===== src/rtl/proc_cfg_sequencer.sv =====
// proc_cfg_sequencer
//   Frame-aligned configuration controller for data_proc. Takes one
//   mode/kernel command at a time and holds it until the end of the
//   current frame. At the frame boundary it issues the register writes
//   on data_proc's config port, so no frame ever runs with a mixed mode
//   or a partially loaded kernel.
//
//   Build option: CFG_READBACK_EN adds a one-cycle VERIFY step after each
//   write gap. In that step rd_data_in is compared with the word just
//   written, and err_rb latches any mismatch.
//
// Ports
//   clk, rstn                      clock, async active-low reset
//   cmd_valid/cmd_ready            command handshake (accepted only in IDLE)
//   cmd_mode                       0 bypass, 1 invert, 2 convolution, 3 illegal
//   cmd_kern_bot/mid/top           kernel words for 0x04/0x08/0x0C
//   pix_beat                       one output pixel of data_proc
//   addr_out/wr_data_out           config address/data to data_proc
//   write_en_out                   one-cycle write strobe
//   rd_data_in                     data_proc readback (CFG_READBACK_EN only)
//   busy                           high outside IDLE
//   cur_mode                       last mode fully written
//   cfg_done                       pulse when a write sequence completes
//   err_mode                       pulse when a mode-3 command is accepted
//   err_rb                         sticky readback mismatch
//
// state  | meaning
// IDLE   | ready for a command
// ARMED  | command held, waiting for the frame boundary
// WRITE  | write_en_out high for the current entry
// GAP    | write_en_out low, addr/data held for GAP_CYCLES cycles
// VERIFY | (CFG_READBACK_EN) compare readback with the written word
module proc_cfg_sequencer #(
   parameter int FRAME_PIXELS = 1024,
   parameter int GAP_CYCLES   = 1
) (
   input  logic        clk,
   input  logic        rstn,
   input  logic        cmd_valid,
   output logic        cmd_ready,
   input  logic [1:0]  cmd_mode,
   input  logic [31:0] cmd_kern_bot,
   input  logic [31:0] cmd_kern_mid,
   input  logic [31:0] cmd_kern_top,
   input  logic        pix_beat,
   output logic [4:0]  addr_out,
   output logic [31:0] wr_data_out,
   output logic        write_en_out,
   input  logic [31:0] rd_data_in,
   output logic        busy,
   output logic [1:0]  cur_mode,
   output logic        cfg_done,
   output logic        err_mode,
   output logic        err_rb
);

   localparam int PW = (FRAME_PIXELS > 2) ? $clog2(FRAME_PIXELS) : 1;
   localparam logic [PW-1:0] PIX_LAST = PW'(FRAME_PIXELS - 1);
   localparam int GW = (GAP_CYCLES > 1) ? $clog2(GAP_CYCLES) : 1;
   localparam logic [GW-1:0] GAP_LOAD = GW'(GAP_CYCLES - 1);

   typedef enum logic [2:0] {S_IDLE, S_ARMED, S_WRITE, S_GAP, S_VERIFY} state_t;

   state_t        state;
   logic [PW-1:0] pix_cnt;
   logic [GW-1:0] gap_cnt;
   logic [1:0]    idx;
   logic [1:0]    mode_q;
   logic [31:0]   bot_q, mid_q, top_q;

   logic          boundary;
   logic          last_entry;
   logic          entry_end;
   logic [1:0]    nxt_idx;
   logic [4:0]    nxt_addr;
   logic [31:0]   nxt_data;

   // Convolution writes the kernel first and the mode word last, so the
   // new mode never becomes active on a stale kernel.
   function automatic logic [4:0] entry_addr(input logic [1:0] mode, input logic [1:0] i);
      if (mode != 2'd2) return 5'h00;
      case (i)
         2'd0:    return 5'h04;
         2'd1:    return 5'h08;
         2'd2:    return 5'h0C;
         default: return 5'h00;
      endcase
   endfunction

   function automatic logic [31:0] entry_data(input logic [1:0] mode, input logic [1:0] i,
                                              input logic [31:0] bot, input logic [31:0] mid,
                                              input logic [31:0] top);
      if (mode != 2'd2) return {30'd0, mode};
      case (i)
         2'd0:    return bot;
         2'd1:    return mid;
         2'd2:    return top;
         default: return 32'd2;
      endcase
   endfunction

   assign boundary   = pix_beat && (pix_cnt == PIX_LAST);
   assign last_entry = (mode_q != 2'd2) || (idx == 2'd3);

   always_comb begin
      nxt_idx  = idx + 2'd1;
      nxt_addr = entry_addr(mode_q, nxt_idx);
      nxt_data = entry_data(mode_q, nxt_idx, bot_q, mid_q, top_q);
   end

`ifdef CFG_READBACK_EN
   assign entry_end = (state == S_VERIFY);
`else
   assign entry_end = (state == S_GAP) && (gap_cnt == '0);
   assign err_rb    = 1'b0;
   logic unused_rd;
   assign unused_rd = ^rd_data_in;
`endif

   // The pixel counter runs in every state so frame position is never lost.
   always_ff @(posedge clk or negedge rstn) begin
      if (!rstn) begin
         pix_cnt <= '0;
      end else if (pix_beat) begin
         pix_cnt <= (pix_cnt == PIX_LAST) ? '0 : pix_cnt + PW'(1);
      end
   end

   always_ff @(posedge clk or negedge rstn) begin
      if (!rstn) begin
         state        <= S_IDLE;
         cmd_ready    <= 1'b0;
         addr_out     <= '0;
         wr_data_out  <= '0;
         write_en_out <= 1'b0;
         busy         <= 1'b0;
         cur_mode     <= '0;
         cfg_done     <= 1'b0;
         err_mode     <= 1'b0;
         gap_cnt      <= '0;
         idx          <= '0;
         mode_q       <= '0;
         bot_q        <= '0;
         mid_q        <= '0;
         top_q        <= '0;
`ifdef CFG_READBACK_EN
         err_rb       <= 1'b0;
`endif
      end else begin
         cfg_done     <= 1'b0;
         err_mode     <= 1'b0;
         write_en_out <= 1'b0;
         case (state)
            S_IDLE: begin
               cmd_ready <= 1'b1;
               if (cmd_valid && cmd_ready) begin
                  mode_q <= cmd_mode;
                  bot_q  <= cmd_kern_bot;
                  mid_q  <= cmd_kern_mid;
                  top_q  <= cmd_kern_top;
                  if (cmd_mode == 2'd3) begin
                     err_mode <= 1'b1;
                  end else begin
                     state     <= S_ARMED;
                     cmd_ready <= 1'b0;
                     busy      <= 1'b1;
                  end
               end
            end
            S_ARMED: begin
               if (boundary) begin
                  state        <= S_WRITE;
                  idx          <= 2'd0;
                  addr_out     <= entry_addr(mode_q, 2'd0);
                  wr_data_out  <= entry_data(mode_q, 2'd0, bot_q, mid_q, top_q);
                  write_en_out <= 1'b1;
               end
            end
            S_WRITE: begin
               state   <= S_GAP;
               gap_cnt <= GAP_LOAD;
            end
            S_GAP: begin
               if (gap_cnt != '0) gap_cnt <= gap_cnt - GW'(1);
`ifdef CFG_READBACK_EN
               else state <= S_VERIFY;
`endif
            end
`ifdef CFG_READBACK_EN
            S_VERIFY: begin
               if (rd_data_in != wr_data_out) err_rb <= 1'b1;
            end
`endif
            default: state <= S_IDLE;
         endcase

         // Entry finished: either start the next write or retire the command.
         if (entry_end) begin
            if (last_entry) begin
               state    <= S_IDLE;
               cur_mode <= mode_q;
               cfg_done <= 1'b1;
               busy     <= 1'b0;
            end else begin
               state        <= S_WRITE;
               idx          <= nxt_idx;
               addr_out     <= nxt_addr;
               wr_data_out  <= nxt_data;
               write_en_out <= 1'b1;
            end
         end
      end
   end

endmodule

===== config.mk =====
export PLATFORM = sky130hd
export DESIGN_NAME = proc_cfg_sequencer
export DESIGN_NICKNAME = d
export VERILOG_FILES = /design/src/rtl/proc_cfg_sequencer.sv
export SDC_FILE = /design/constraint.sdc
export NUM_CORES = 1
export LEC_CHECK = 0
export CAP_MARGIN = 0
export CORE_UTILIZATION = 45
export CTS_BUF_LIST = sky130_fd_sc_hd__clkbuf_4 sky130_fd_sc_hd__clkbuf_8
export DETAILED_ROUTE_END_ITERATION = 16
export DONT_BUFFER_PORTS = 1
export GPL_TIMING_DRIVEN = 0
export PLACE_DENSITY = 0.61
export REMOVE_ABC_BUFFERS = 1
export SLEW_MARGIN = 10
export SYNTH_ARGS = -nofsm -noshare
export SYNTH_HDL_FRONTEND = slang
export SYNTH_SLANG_ARGS = --single-unit

===== constraint.sdc =====
create_clock -name clk -period 3.4 [get_ports clk]
set_input_delay 0.68 -clock clk [delete_from_list [all_inputs] [get_ports clk]]
set_output_delay 0.68 -clock clk [all_outputs]
set_load 0.01 [all_outputs]

* Word level (Yosys, flattened, before mapping)
Index checks and enable logic that the tools add are counted.
** Storage, ports and cells
- Bits in registers :: 158
- Input bits :: 134
- Output and inout port bits :: 45
- Logic and storage cells :: 90
** Operators by class
- Add/sub/neg operators :: 3
- Eq/ne operators :: 13
- Muxes and demuxes :: 47
- Bitwise logic cells :: 1
- Reduce and logical (&&, ||, !) cells :: 10
** Operators with widths (count)
- $mux 32 :: 7
- $pmux 32 s3 :: 1
- $mux 5 :: 7
- $mux 1 :: 19
- $mux 3 :: 4
- $pmux 3 s4 :: 1
- $pmux 4 s3 :: 1
- $add 10x1->10 const B :: 1
- $eq 10x10->1 const B :: 1
- $mux 10 :: 1
- $mux 2 :: 5
- $ne 3x3->1 const B :: 3
- $eq 2x2->1 const B :: 3
- $eq 3x2->1 const B :: 2
- $ne 2x2->1 const B :: 2
- $reduce_and 2->1 :: 2
- $reduce_and 4->1 :: 1
- $eq 3x1->1 const B :: 1
- $logic_and 1x1->1 :: 3
- $logic_not 3->1 :: 1
- $add 2x1->2 const B :: 1
- $eq 2x1->1 const B :: 1
- $logic_not 2->1 :: 1
- $pmux 1 s2 :: 1
- other kinds (4) :: 4

* Logic depth before layout (Yosys ltp)
- Depth after elaboration :: 9
- Gate-level depth with buffers :: 8
- Mapped depth without buffers :: 6

* Worst setup path after synthesis
No wires, ideal clock.
- Path type :: register -> register
- Start point :: reg idx[0]
- End point :: reg wr_data_out[10]
- Library setup time :: 0.126 ns
- Data arrival time :: 1.700 ns
- Data required time :: 3.274 ns
- Path slack :: 1.574 ns
- Cell stages (with the launch flop) :: 8
- Buffers on the path :: 3
- Clock period less this slack :: 1.826 ns
- Cells stage by stage :: dfrtp_1 ha_1 buf_2 nor4bb_1 buf_4 a41oi_4 buf_6 a221o_1
** Between the ends
- Word-level cells in the longest chain between the ends :: 6
- Elaborated cells between the ends (all ways) :: 10
- Classes of those cells :: add/sub: 1; eq/ne: 3; mux: 4; reduce/logical: 2
** RTL lines
- start, declared :: RTL line 67 : logic [1:0] idx;
- start signal, assigned :: RTL line 206 : idx <= nxt_idx;
- $add 2x1->2 :: RTL line 106 : nxt_idx = idx + 2'd1;
- $eq 2x2->1, or another cell as far along :: RTL line 94 : case (i)
- $pmux 32 s3 :: RTL line 94
- $mux 32 :: RTL line 94
- $mux 32 (*) :: RTL line 199 : if (last_entry) begin
- $mux 32 (*) :: RTL line 198 : if (entry_end) begin
- end signal, assigned :: RTL line 175 : wr_data_out <= entry_data(mode_q, 2'd0, bot_q, mid_q, top_q);
- end signal, assigned :: RTL line 208 : wr_data_out <= nxt_data;
- end, declared :: RTL line 47 : output logic [31:0] wr_data_out,
Every way passes the cells marked *; elsewhere a longest branch is shown, timed or not.
A chain may end at the register's enable or synchronous reset.

* Final worst setup path
- Start point :: reg state[0]
- End point :: reg wr_data_out[11]
** Between the ends
- Word-level cells in the longest chain between the ends :: 4
- Elaborated cells between the ends (all ways) :: 6
- Classes of those cells :: eq/ne: 2; mux: 3; reduce/logical: 1
** RTL lines
- start, declared :: RTL line 64 : state_t state;
- start signal, assigned :: RTL line 131 : state <= S_IDLE;
- start signal, assigned :: RTL line 164 : state <= S_ARMED;
- start signal, assigned :: RTL line 172 : state <= S_WRITE;
- $eq 3x1->1 :: RTL line 153 : case (state)
- $mux 32 :: RTL line 153
- $mux 32 :: RTL line 199
- $mux 32 (*) :: RTL line 198
Marked as above.

==> results by group <==
Status
  – Outcome: complete, but fails checks
  – Failing checks: negative hold slack

Die
  – Die span in x: between 100 and 150 um
  – Num rows: between 40 and 50
  – Die area: roughly 0.015 mm2
  – Initial Utilization: approximately 46%
  – I/O pin count: 179
  – Die Span Y: between 100 and 150 um
  – CORE AREA: ~0.014 mm2

Timing
  – Hold_ws: -0.07925 ns
  – Worst setup margin: between 0.6 and 0.7 ns
  – Skew final: 0.01704 ns
  – Worst Tran Pin Value: about 0.90 ns
  – Final min period: around 2.7 ns
  – # setup viols final: 0
  – RSZ-0062 raised after global routing: false
  – Slew Limit Fails: 0
  – Maximum clock frequency: 0.3671 GHz
  – Rel. slew slack: 39.40%
  – Post-route clock period utilization: 80.12%
  – Final hold viol count: 156

Yosys
  – Area share of the largest cell type after synthesis: between 50 and 60%
  – Post-synth EDFFs: 0
  – Commonest cells in the netlist: dfrtp_1, mux2_2, nor2_1
  – Post-synthesis average cell area: roughly 14 um2
  – Ys flop type: dfrtp_1
  – Async S/R FF share, synth: between 90% and 100%
  – Most instantiated library cell after synthesis: dfrtp_1
  – #FFs+latches synth: approximately 160
  – Seq/Total Area, Yosys: between 50% and 60%
  – Synth Warn #: 0
  – Syn Std Cell Area: ~0.0067 mm2
  – Cell accounting for the most synthesized area: dfrtp_1
  – Synth cell types: 47
  – Cell count after synthesis: between 400 and 500
  – Ranking of synthesized cells by area: dfrtp_1, mux2_2, a222oi_1, a221o_1, nor2_1

Placement
  – Gpl congestion: ~0.75
  – Post-DP HPWL: 9595 um
  – Dpl cells: approximately 640
  – Place WS: between 0.6 and 0.7 ns
  – IO buf count: 0

Worst setup path
  – Slowest CP cell: nor4bb_2
  – R2R Setup Slk: 0.68 ns
  – Delay-heaviest family, CP: simple AND/OR/NAND/NOR gates
  – CP bufs+invs: 1
  – CP Data Required Time: ~3.7 ns
  – FF-to-FF path depth: 5
  – Critical path data arrival time: around 3 ns
  – CP Launch Type: flip-flop
  – Reg-to-reg startpoint: state[0]$_DFFE_PN0P_
  – CP max FO: 19
  – CP Cell Sequence: ha_1 -> nor4bb_2 -> a41oi_4 -> buf_16 -> a221o_1
  – CP peak stage delay: between 0.8 and 0.9 ns
  – Crit path capture type: flip-flop
  – CP Class: flip-flop to flip-flop
  – Worst R2R End: wr_data_out[11]$_DFF_PN0_

Finish
  – Share of post-route cells with drive strength above 1: ~31%
  – Non-filler cells, final: 676
  – Area grow syn2layout: 9.484%
  – Fin nets: slightly above 600

Detailed routing
  – Detail Route Antenna Nets: 0
  – Vias post-DR: approximately 4100
  – Avg WL per Cell: 22.19 um
  – Post-route DRC: 0
  – Via density: 6.105
  – Final WL: around 15000 um
  – DRT iter0 DRCs: 282
  – First-pass DRT Iterations: 5

GRT
  – Largest net degree at the start of global routing: between 150 and 200
  – Grt total ovfl: 0
  – Initial antenna violation count: 0
  – First-pass GRT wire length: ~24000 um
  – Global-route usage over all layers: roughly a fifth
  – Number of global-route vias before repair: around 4300

Clock tree
  – Sink Count: approximately 160
  – Clock tree buffer depth: 2
  – TritonCTS clock tree: yes
  – CTS Buf Count: 17
  – Worst-path clk slew: approximately 0.080 ns
  – Post-CTS setup buffer count: 0
  – CTS resizes: 0
  – Worst skew pair latency: about 0.45 ns
  – H-tree depth: 4
  – Clock tree root buffer cell: clkbuf_8

Power and ir drop
  – Lkg Pwr: slightly above 3 nW
  – Power, Total: between 5 and 6 mW
  – Pwr per Cell Area: around 800 mW/mm2
  – Max VDD drop: roughly 0.42 mV

Worst hold path
  – Hold WC Path Type: input port to async pin

Run
  – Max Cap Violations: 0
==> sequential cells by signal (all words and copies together), names as in the netlist, 5 cells and up <==
signal / flops
bot_q: 32
addr_out: 5
wr_data_out: 32
top_q: 32
mid_q: 32
pix_cnt: 10
==> layer usage <==
layer / up-vias / share of wire (%) / global-route usage, %
met5: - / 0 / 0
met4: 0 / 2.0 / 8.358
met3: 19 / 9.3 / 8.059
met2: 153 / 48 / 32.81
met1: 2125 / 41 / 25.94
li1: 1830 / - / -
==> area by class of cell <==
class	count	area, um2
inverter	10	37.54
clock inverter	10	103.9
multi-input combinational	286	2539
antenna	1	2.502
timing repair buffer	8	195.2
clock buffer	21	282.8
sequential	156	3904
tap	184	230.2
fill	1276	7184
==> layout by cell type, fill, tap and decap left out, drive strengths merged, types with 2 or more instances in the layout <==
master / n
dfrtp: 156
nor2: 38
nand2b: 2
nand4: 3
and2: 3
nor2b: 3
o21ai: 7
and3: 3
a21oi: 7
clkinv: 3
a22o: 2
a222oi: 31
buf: 8
a221o: 30
nor3: 9
inv: 15
ha: 9
nand3: 7
nand2: 10
xnor2: 5
mux2: 98
clkbuf: 21
==> cells by family after synthesis <==
logic type / count (synthesis) / share of synthesized area, %
AND/OR/NAND/NOR: 84 / 6.460
flip-flops: 156 / 58.59
AO/OA/AOI/OAI: 88 / 12.23
XOR/XNOR: 6 / 0.7887
buffers and inverters: 46 / 3.624
multiplexers: 98 / 16.56
other: 1 / 0.05628
adder cells (fa/ha/maj): 9 / 1.690
==> through the flow <==
| stage | util, % | instance area (um2) | setup TNS (ns) |
|---|---|---|---|
| after floorplan | - | 6459 | -22.00 |
| after global placement | 46.20 | 6689 | -159.34 |
| after detailed placement | 47.69 | 6905 | 0 |
| after CTS | 50.36 | 7292 | 0 |
| after global routing | 50.36 | 7292 | 0 |
| final | 50.38 | 7295 | 0 |
==> where the power goes <==
group | switching [mW] | total (mW) | internal (mW)
Sequential | 0.453 | 2.99 | 2.54
Clock | 0.713 | 1.37 | 0.655
Combinational | 0.505 | 1.42 | 0.913
Total | 1.67 | 5.77 | 4.10
==> how the worst max path moves through the flow <==
stage / startpoint / end / slack, ns / depth (start not counted)
after floorplan: cmd_valid / bot_q[0]$_DFFE_PN0P_ / -0.23 / 2
after global placement: state[0]$_DFFE_PN0P_ / mid_q[19]$_DFFE_PN0P_ / -1.26 / 4
after detailed placement: idx[0]$_DFF_PN0_ / wr_data_out[6]$_DFF_PN0_ / 0.67 / 6
after CTS: state[0]$_DFFE_PN0P_ / wr_data_out[17]$_DFF_PN0_ / 0.67 / 6
after global routing: state[0]$_DFFE_PN0P_ / wr_data_out[12]$_DFF_PN0_ / 0.47 / 6
final: state[0]$_DFFE_PN0P_ / wr_data_out[11]$_DFF_PN0_ / 0.68 / 5
No activity file was read; power rests on OpenSTA's default activity.
